===== src/rtl/uart_pkg.sv =====
// uart_pkg: definitions shared by uart_rx and uart_tx.
// Holds the FSM state encoding, DATA_BITS and the clocks-per-bit helper.
`timescale 1ns/1ps
package uart_pkg;

  localparam int DATA_BITS = 8;

  typedef enum logic [2:0] {
    IDLE   = 3'd0,
    START  = 3'd1,
    DATA   = 3'd2,
    PARITY = 3'd3,
    STOP   = 3'd4
  } uart_state_e;

  function automatic int clks_per_bit(
    input int clk_freq,
    input int baud
  );
    return clk_freq / baud;
  endfunction

endpackage


===== src/rtl/uart_rx_sync.sv =====
// uart_rx_sync: 2-FF synchronizer for the async RX line plus armed
// falling-edge detect.
// Ports: CLK, rst (sync, active-high), rx_i (async line),
//   clr_i (disarm while the receiver is busy), rx_o (synchronized
//   line), fall_o (armed 1->0 transition seen).
`timescale 1ns/1ps
module uart_rx_sync (
  input  logic CLK,
  input  logic rst,
  input  logic rx_i,
  input  logic clr_i,
  output logic rx_o,
  output logic fall_o
);

  logic meta_q, meta_d;
  logic sync_q, sync_d;
  logic armed_q, armed_d;

  // armed_q means the synchronized line has been high since the
  // receiver last went idle; a low line while armed is a real edge.
  always_comb begin
    meta_d  = rx_i;
    sync_d  = meta_q;
    armed_d = armed_q;
    if (clr_i) begin
      armed_d = 1'b0;
    end else if (sync_q) begin
      armed_d = 1'b1;
    end else begin
      armed_d = 1'b0;
    end
  end

  always_ff @(posedge CLK) begin
    if (rst) begin
      meta_q  <= 1'b1;
      sync_q  <= 1'b1;
      armed_q <= 1'b0;
    end else begin
      meta_q  <= meta_d;
      sync_q  <= sync_d;
      armed_q <= armed_d;
    end
  end

  assign rx_o   = sync_q;
  assign fall_o = armed_q & ~sync_q & ~clr_i;

endmodule


===== src/rtl/uart_rx.sv =====
// uart_rx: UART receiver, 8N1 by default, 8E1 when UART_RX_PARITY_EN
// is defined. Ports: CLK, rst (sync, active-high), RX (async line),
//   full (downstream fifo full), data/wr (byte + write strobe),
//   frame_err, parity_err, overrun (one-cycle pulses), rx_active.
`timescale 1ns/1ps
module uart_rx
  import uart_pkg::*;
#(
  parameter int CLK_FREQ = 12000000,
  parameter int BAUD     = 115200
) (
  input  logic                 CLK,
  input  logic                 rst,
  input  logic                 RX,
  input  logic                 full,
  output logic [DATA_BITS-1:0] data,
  output logic                 wr,
  output logic                 frame_err,
  output logic                 parity_err,
  output logic                 overrun,
  output logic                 rx_active
);

  localparam int CPB = clks_per_bit(CLK_FREQ, BAUD);
  localparam int CW  = $clog2(CPB);
  localparam logic [CW-1:0] HALF = CW'(CPB / 2);
  localparam logic [CW-1:0] LAST = CW'(CPB - 1);

  if (CPB < 4) begin : g_cpb_check
    $error("uart_rx: CLK_FREQ/BAUD must be at least 4");
  end

  uart_state_e state_q, state_d;

  logic [CW-1:0]        cnt_q, cnt_d;
  logic [2:0]           bit_q, bit_d;
  logic [DATA_BITS-1:0] shift_q, shift_d;
  logic [DATA_BITS-1:0] data_q, data_d;
  logic                 wr_q, wr_d;
  logic                 fe_q, fe_d;
  logic                 ov_q, ov_d;
  logic                 pe_q, pe_d;
  logic                 pbad_q, pbad_d;
  logic                 rx_s;
  logic                 fall;
  logic                 busy;

  assign busy = (state_q != IDLE);

  uart_rx_sync u_sync (
    .CLK    (CLK),
    .rst    (rst),
    .rx_i   (RX),
    .clr_i  (busy),
    .rx_o   (rx_s),
    .fall_o (fall)
  );

  always_comb begin
    state_d = state_q;
    cnt_d   = cnt_q + CW'(1);
    bit_d   = bit_q;
    shift_d = shift_q;
    data_d  = data_q;
    wr_d    = 1'b0;
    fe_d    = 1'b0;
    ov_d    = 1'b0;
    pe_d    = 1'b0;
    pbad_d  = pbad_q;
    unique case (state_q)
      IDLE: begin
        cnt_d = '0;
        if (fall) begin
          state_d = START;
        end
      end
      START: begin
        if (cnt_q == HALF) begin
          cnt_d = '0;
          bit_d = '0;
          // A line back high by mid-bit is a glitch.
          state_d = rx_s ? IDLE : DATA;
        end
      end
      DATA: begin
        if (cnt_q == LAST) begin
          cnt_d   = '0;
          shift_d = {rx_s, shift_q[DATA_BITS-1:1]};
          bit_d   = bit_q + 3'd1;
          if (bit_q == 3'd7) begin
`ifdef UART_RX_PARITY_EN
            state_d = PARITY;
`else
            state_d = STOP;
`endif
          end
        end
      end
`ifdef UART_RX_PARITY_EN
      PARITY: begin
        if (cnt_q == LAST) begin
          cnt_d   = '0;
          pbad_d  = rx_s ^ (^shift_q);
          state_d = STOP;
        end
      end
`endif
      STOP: begin
        if (cnt_q == LAST) begin
          cnt_d   = '0;
          state_d = IDLE;
          data_d  = shift_q;
          if (!rx_s) begin
            fe_d = 1'b1;
          end else if (pbad_q) begin
            pe_d = 1'b1;
          end else if (full) begin
            ov_d = 1'b1;
          end else begin
            wr_d = 1'b1;
          end
        end
      end
      default: begin
        cnt_d   = '0;
        state_d = IDLE;
      end
    endcase
  end

  always_ff @(posedge CLK) begin
    if (rst) begin
      state_q <= IDLE;
      cnt_q   <= '0;
      bit_q   <= '0;
      shift_q <= '0;
      data_q  <= '0;
      wr_q    <= 1'b0;
      fe_q    <= 1'b0;
      ov_q    <= 1'b0;
      pe_q    <= 1'b0;
      pbad_q  <= 1'b0;
    end else begin
      state_q <= state_d;
      cnt_q   <= cnt_d;
      bit_q   <= bit_d;
      shift_q <= shift_d;
      data_q  <= data_d;
      wr_q    <= wr_d;
      fe_q    <= fe_d;
      ov_q    <= ov_d;
      pe_q    <= pe_d;
      pbad_q  <= pbad_d;
    end
  end

  assign data      = data_q;
  assign wr        = wr_q;
  assign frame_err = fe_q;
  assign overrun   = ov_q;
  assign rx_active = busy;

`ifdef UART_RX_PARITY_EN
  assign parity_err = pe_q;
`else
  assign parity_err = 1'b0;
`endif

endmodule


===== config.mk =====
export PLATFORM = sky130hd
export DESIGN_NAME = uart_rx
export DESIGN_NICKNAME = d
export VERILOG_FILES = /design/src/rtl/uart_pkg.sv /design/src/rtl/uart_rx_sync.sv /design/src/rtl/uart_rx.sv
export SDC_FILE = /design/constraint.sdc
export NUM_CORES = 1
export LEC_CHECK = 0
export ABC_AREA = 1
export BUFFER_PORTS_ARGS = -buffer_cell sky130_fd_sc_hd__buf_2
export CORE_ASPECT_RATIO = 0.5
export CORE_MARGIN = 2
export CORE_UTILIZATION = 49
export DETAILED_ROUTE_END_ITERATION = 7
export PLACE_DENSITY_LB_ADDON = 0.05
export RECOVER_POWER = 50
export SYNTH_ARGS = -nofsm -noshare
export SYNTH_HDL_FRONTEND = slang
export SYNTH_SLANG_ARGS = --single-unit

===== constraint.sdc =====
create_clock -name CLK -period 1.65 [get_ports CLK]
set_clock_uncertainty 0.1 [all_clocks]
set_input_delay 0.2475 -clock CLK [delete_from_list [all_inputs] [get_ports CLK]]
set_output_delay 0.2475 -clock CLK [all_outputs]
set_load 0.005 [all_outputs]

==> impl_metrics.ini, run 1 <==
[status]
status = finished, final reports clean

[clocking]
numCtsBuffers = 5
cts_tree = done
clockBufferDepth = 2
clk_pin_slew_ns = 0.07
ctsResizeCount = 0
cts_hold_buf = 0
insertion_delay_ns = 0.29
cts_root_buf = clkbuf_8
postCtsSetupRepairBufs = 0
cts_sinks = 35
ctsHtreeMaxLevel = 2

[sta]
finalHoldViolations = 0
fin_setup_tns_ns = 0
slew_viol_final = 0
max_freq_mhz = 670.8
hold_slack_ns = 0.01936
period_share_pct = 90.35
setup_viol = 0
fin_crit_ns = 1.491
rsz0062_at_grt = false
fin_ws_ns = 0.1593

[floorplan]
core-area_um2 = 3013
die_w_um = 83.87
die_area_um2 = 3685
chipHeight_um = 43.94
start_util_pct = 51.87
ioPinCount = 17
core.rowCount = 14

[final_layout]
synthToLayoutAreaGrowth_pct = 14.65
nNetsFinal = 226
drive_gt1_share_pct = 23.29
num-fill-cells = 290
final_cells = 259
antenna_cells = 0

[power]
p_sw_share_pct = 36.73
pwr_density_cell_nw_per_um2 = 1357
total_power_w = 0.002431
combPwrFrac_pct = 31.9
clockPowerShare_pct = 27.2
switchingPower_w = 0.0008931
p_seq_share_pct = 40.9
p_int_w = 0.001538
power_leakage_nw = 0.8100
ir_drop_mv = 0.6258

[setup_path]
critical_path_arrival_ns = 1.14
worst_setup_path_start_kind = register
path_buf_inv = 1
cp_slowest_cell = dfxtp_1
cp_top_family = flip-flops
path_class = reg2out
crit_required_ns = 1.30
cp_max_fo = 5
crit_path_end_kind = output pin
critPathMaxStageDelay_ns = 0.38
path_cells = nor2_1 > nand2_1 > buf_2

[yosys]
ys.flop_type = dfxtp_1
synth_edf_count = 0
synth_top_area_cell = dfxtp_1
ys_async_sr_fraction_pct = 0
syn_area_um2 = 1563
ys_seq_area_share_pct = 44.84
synth_cells = 195
ys_seq_elements = 35
synth_cell_types = 28
yosys-top-cells-count = nor2_1 (48), dfxtp_1 (35), nand2_1 (19)
synth_area_leaders = dfxtp_1 (45%), nor2_1 (12%), o21ai_0 (5.1%)
ys_warn_count = 0
synth_top_area_share_pct = 44.84
avgSynthCellArea_um2 = 8.014
yosysMostFrequentCell = nor2_1
synth_fp_nets = 203

[detailed_routing]
routed_via_density = 4.637
drt_pass1_iterations = 4
drc = 0
ant_nets = 0
drt_iter0_drc = 34
vias = 1201
totalWireLength_um = 2752
detail_route.wl_per_cell_um = 10.63

[run]
maxCapViolCount = 0

[global_route]
overflow = 0
track_usage_pct = 17.57
grt_pass1_vias = 1100
grt_max_degree = 18
grt_pass1_wl_um = 4940
antenna_found_initial = 0

[worst_hold_path]
hp-class = in2reg

[place]
placed_cells = 251
io_buffers = 15
routabilityCongestion = 0.7994
dp_hpwl_um = 2013
dp_slack_ns = 0.09115
sequential cells by signal, summed over array words and instances, names as in the netlist, 3 cells and up:
signal and flops:
data 8, shift_q 8, state_q 3, bit_q 3, cnt_q 7
worst register-to-register path, delay by kind of cell, from the launching register on:
| family | cells | cell delay (ns) |
|---|---|---|
| DFF | 1 | 0.38 |
| AOI/OAI and AO/OA | 1 | 0.25 |
| and+or+nand+nor | 5 | 0.69 |
path summary, 6_finish.rpt:
| path | startpoint | to | slack [ns] | cells past startpoint |
|---|---|---|---|---|
| hold / removal | full | wr$_SDFF_PP0_ | 0.02 | 2 |
| setup / recovery | state_q[1]$_SDFFE_PP0P_ | rx_active | 0.16 | 3 |
| setup reg to reg | state_q[1]$_SDFFE_PP0P_ | cnt_q[0]$_SDFF_PP0_ | 0.17 | 6 |
| hold reg to reg | u_sync.meta_q$_SDFF_PP1_ | u_sync.rx_o$_SDFF_PP1_ | 0.32 | 1 |
routing by layer:
| layer | global-route usage (%) | vias up | share of wire [%] |
|---|---|---|---|
| met1 | 22.13 | 537 | 51 |
| met3 | 6.286 | 4 | 3.5 |
| li1 | - | 650 | - |
| met5 | 0 | - | 0 |
| met2 | 27.84 | 10 | 43 |
| met4 | 7.742 | 0 | 1.6 |
layout by cell type, fill, tap and decap left out, drive strengths merged:
master	instances
o21ai	17
buf	15
xnor2	1
clkinv	1
nor3	3
conb	1
a31oi	1
nand2	26
or2	3
a21o	1
clkbuf	10
xor2	3
nor2	58
a21oi	4
ha	4
inv	21
clkinvlp	1
dfxtp	35
nand3	13
nand3b	1
stage by stage:
step	util, %	area (µm²)
after floorplan	-	1563
after global placement	56.40	1699
after detailed placement	56.40	1699
after CTS	59.68	1798
after global routing	59.47	1792
final	59.47	1792
cell type report:
| cell class | instances | area [µm²] | area share [%] |
|---|---|---|---|
| repair buffers | 19 | 100.1 | 5.587 |
| multi-input cells | 136 | 762.0 | 42.53 |
| flip-flops and latches | 35 | 701.9 | 39.18 |
| well taps | 40 | 50.05 | 2.793 |
| inverters | 21 | 78.83 | 4.399 |
| clock inverters | 2 | 16.27 | 0.9078 |
| clock buffers | 6 | 82.58 | 4.609 |
power by group through the flow:
stage / Sequential [W] / Clock, W / Combinational, W
2_1_floorplan: 0.00100 / 0 / 0.000652
3_3_place_gp: 0.00102 / 0 / 0.000777
3_5_place_dp: 0.00102 / 0 / 0.000787
4_1_cts: 0.00100 / 0.000689 / 0.000796
5_1_grt: 0.00101 / 0.000716 / 0.000900
6_report: 0.000994 / 0.000662 / 0.000776
kinds of logic after synthesis:
group / share of synthesized area, %
and+or+nand+nor: 34.91
DFF: 44.84
buffers and inverters: 6.244
AOI/OAI and AO/OA: 8.327
xor gates and xnor gates: 2.242
adders and majority gates: 3.203
other: 0.2400
Note: power is estimated with default switching activity, not from simulation.
==> inputs of run 2 (changes only) <==
--- a/config.mk
+++ b/config.mk
@@ -7,7 +7,6 @@
 export LEC_CHECK = 0
 export ABC_AREA = 1
 export BUFFER_PORTS_ARGS = -buffer_cell sky130_fd_sc_hd__buf_2
-export CORE_ASPECT_RATIO = 0.5
 export CORE_MARGIN = 2
 export CORE_UTILIZATION = 49
 export DETAILED_ROUTE_END_ITERATION = 7
==> run 2 against run 1 <==
Critical path depth rose by 7. Critical path type is now reg2reg. Combinational power increased by 4.0%. Clock-buffer cell count fell by 1.
==> impl_metrics.ini, run 2 (same netlist as run 1, synthesis figures left out) <==
[global_route]
grt_pass1_wl_um = 4988
overflow = 0
track_usage_pct = 18.40
grt_pass1_vias = 1195
antenna_found_initial = 0
grt_max_degree = 13

[setup_path]
rr_endpoint = bit_q[0]$_SDFFE_PP0P_
r2r_slack_ns = 0.11
crit_required_ns = 1.80
path_class = reg2reg
crit_path_end = bit_q[0]$_SDFFE_PP0P_
critical_path_arrival_ns = 1.69
worst_setup_path_start_kind = register
reg2reg_from = cnt_q[0]$_SDFF_PP0_
cp_max_fo = 4
crit_path_end_kind = register
startpoint = cnt_q[0]$_SDFF_PP0_
reg2reg_depth = 10

[place]
routabilityCongestion = 0.7363
dp_slack_ns = 0.07875
io_buffers = 15
dp_hpwl_um = 2127
placed_area_um2 = 1704
placed_cells = 255

[final_layout]
final_cell_mix = nor2_1 (47), dfxtp_1 (35), nand2_1 (20)
final_cells = 268
drive_gt1_share_pct = 26.34
num-fill-cells = 303
finalCoreUtilization_pct = 60.82
synthToLayoutAreaGrowth_pct = 18.81
antenna_cells = 0
nNetsFinal = 231
final_common_cell = nor2_1
fin_area_um2 = 1857

[clocking]
numCtsBuffers = 5
clk_pin_slew_ns = 0.11
cts_root_buf = clkbuf_4
cts_tree = done
ctsHtreeMaxLevel = 2
cts_sinks = 35
clockBufferDepth = 2
insertion_delay_ns = 0.34

[sta]
setup_viol = 0
fin_ws_ns = 0.1055
period_share_pct = 93.61
finalHoldViolations = 0
max_freq_mhz = 647.5
slew_viol_final = 0
hold_slack_ns = 0.01598
fin_crit_ns = 1.545

[power]
ir_drop_mv = 0.9944
power_leakage_nw = 0.8424
pwr_density_cell_nw_per_um2 = 1387

[worst_hold_path]
hold_depth = 2
hp-class = in2reg

[floorplan]
start_util_pct = 51.19
chipHeight_um = 60.48
die_area_um2 = 3657
core.rowCount = 20
die_w_um = 60.48
core-area_um2 = 3053
ioPinCount = 17

[detailed_routing]
detail_route.wl_per_cell_um = 11.09
drt_pass1_iterations = 4
routed_via_density = 4.840
vias = 1297
drc = 0
ant_nets = 0
totalWireLength_um = 2973
drt_iter0_drc = 66

[run]
maxCapViolCount = 0

[status]
status = finished, final reports clean
## run 2: cell type report
class	instances	area [µm²]	area share [%]
sequential	35	700.7	37.74
timing repair buffer	23	138.9	7.480
inverter	21	78.83	4.245
clock inverter	3	67.56	3.639
multi-input combinational	137	778.2	41.91
clock buffer	5	37.54	2.022
tap	44	55.05	2.965
## run 2: how the worst min path moves through the flow
stage | slack [ns] | endpoint | start
final | 0.02 | frame_err$_SDFF_PP0_ | rst
after global routing | 0.009 | frame_err$_SDFF_PP0_ | rst
after CTS | 0.01 | frame_err$_SDFF_PP0_ | rst
after detailed placement | 0.30 | u_sync.rx_o$_SDFF_PP1_ | u_sync.meta_q$_SDFF_PP1_
after global placement | 0.30 | u_sync.rx_o$_SDFF_PP1_ | u_sync.meta_q$_SDFF_PP1_
after floorplan | 0.22 | frame_err$_SDFF_PP0_ | rst
## run 2: worst max-delay path, cell delays in order, from the launching register on
cell and delay [ns]:
dfxtp_1 0.35, buf_4 0.12, inv_1 0.04, ha_1 0.18, inv_1 0.05, nor2_1 0.04, nand3_2 0.11, buf_4 0.12
nand2_2 0.07, a21oi_1 0.18, nor2_1 0.06
## run 2: through the flow
step | TNS (ns) | power [W]
2_1_floorplan | 0 | 0.001655
3_3_place_gp | 0 | 0.001794
3_5_place_dp | 0 | 0.001810
4_1_cts | 0 | 0.002590
5_1_grt | -0.03079 | 0.002744
6_report | 0 | 0.002575
## run 2: routing by layer
metal / wire length [µm] / vias up / share of wire (%) / global-route usage, %
li1: - / 670 / - / -
met1: 1343 / 594 / 45 / 22.22
met2: 1412 / 23 / 47 / 29.81
met3: 129 / 10 / 4.3 / 6.183
met4: 87 / 0 / 2.9 / 8.385
met5: 0 / - / 0 / 0
## run 2: timing repair
action / 4_1_cts / 5_1_grt
gates resized for setup: 0 / 3
setup endpoints to repair: 0 / 12
hold buffers: 2 / 0
buffers inserted: 0 / 2
hold endpoints to repair: 2 / 0
## run 2: report_power, final
part	switching (W)	internal (W)	total [W]
Sequential	0.0000741	0.000920	0.000994
Clock	0.000302	0.000471	0.000773
Combinational	0.000518	0.000289	0.000807
Total	0.000895	0.00168	0.00257
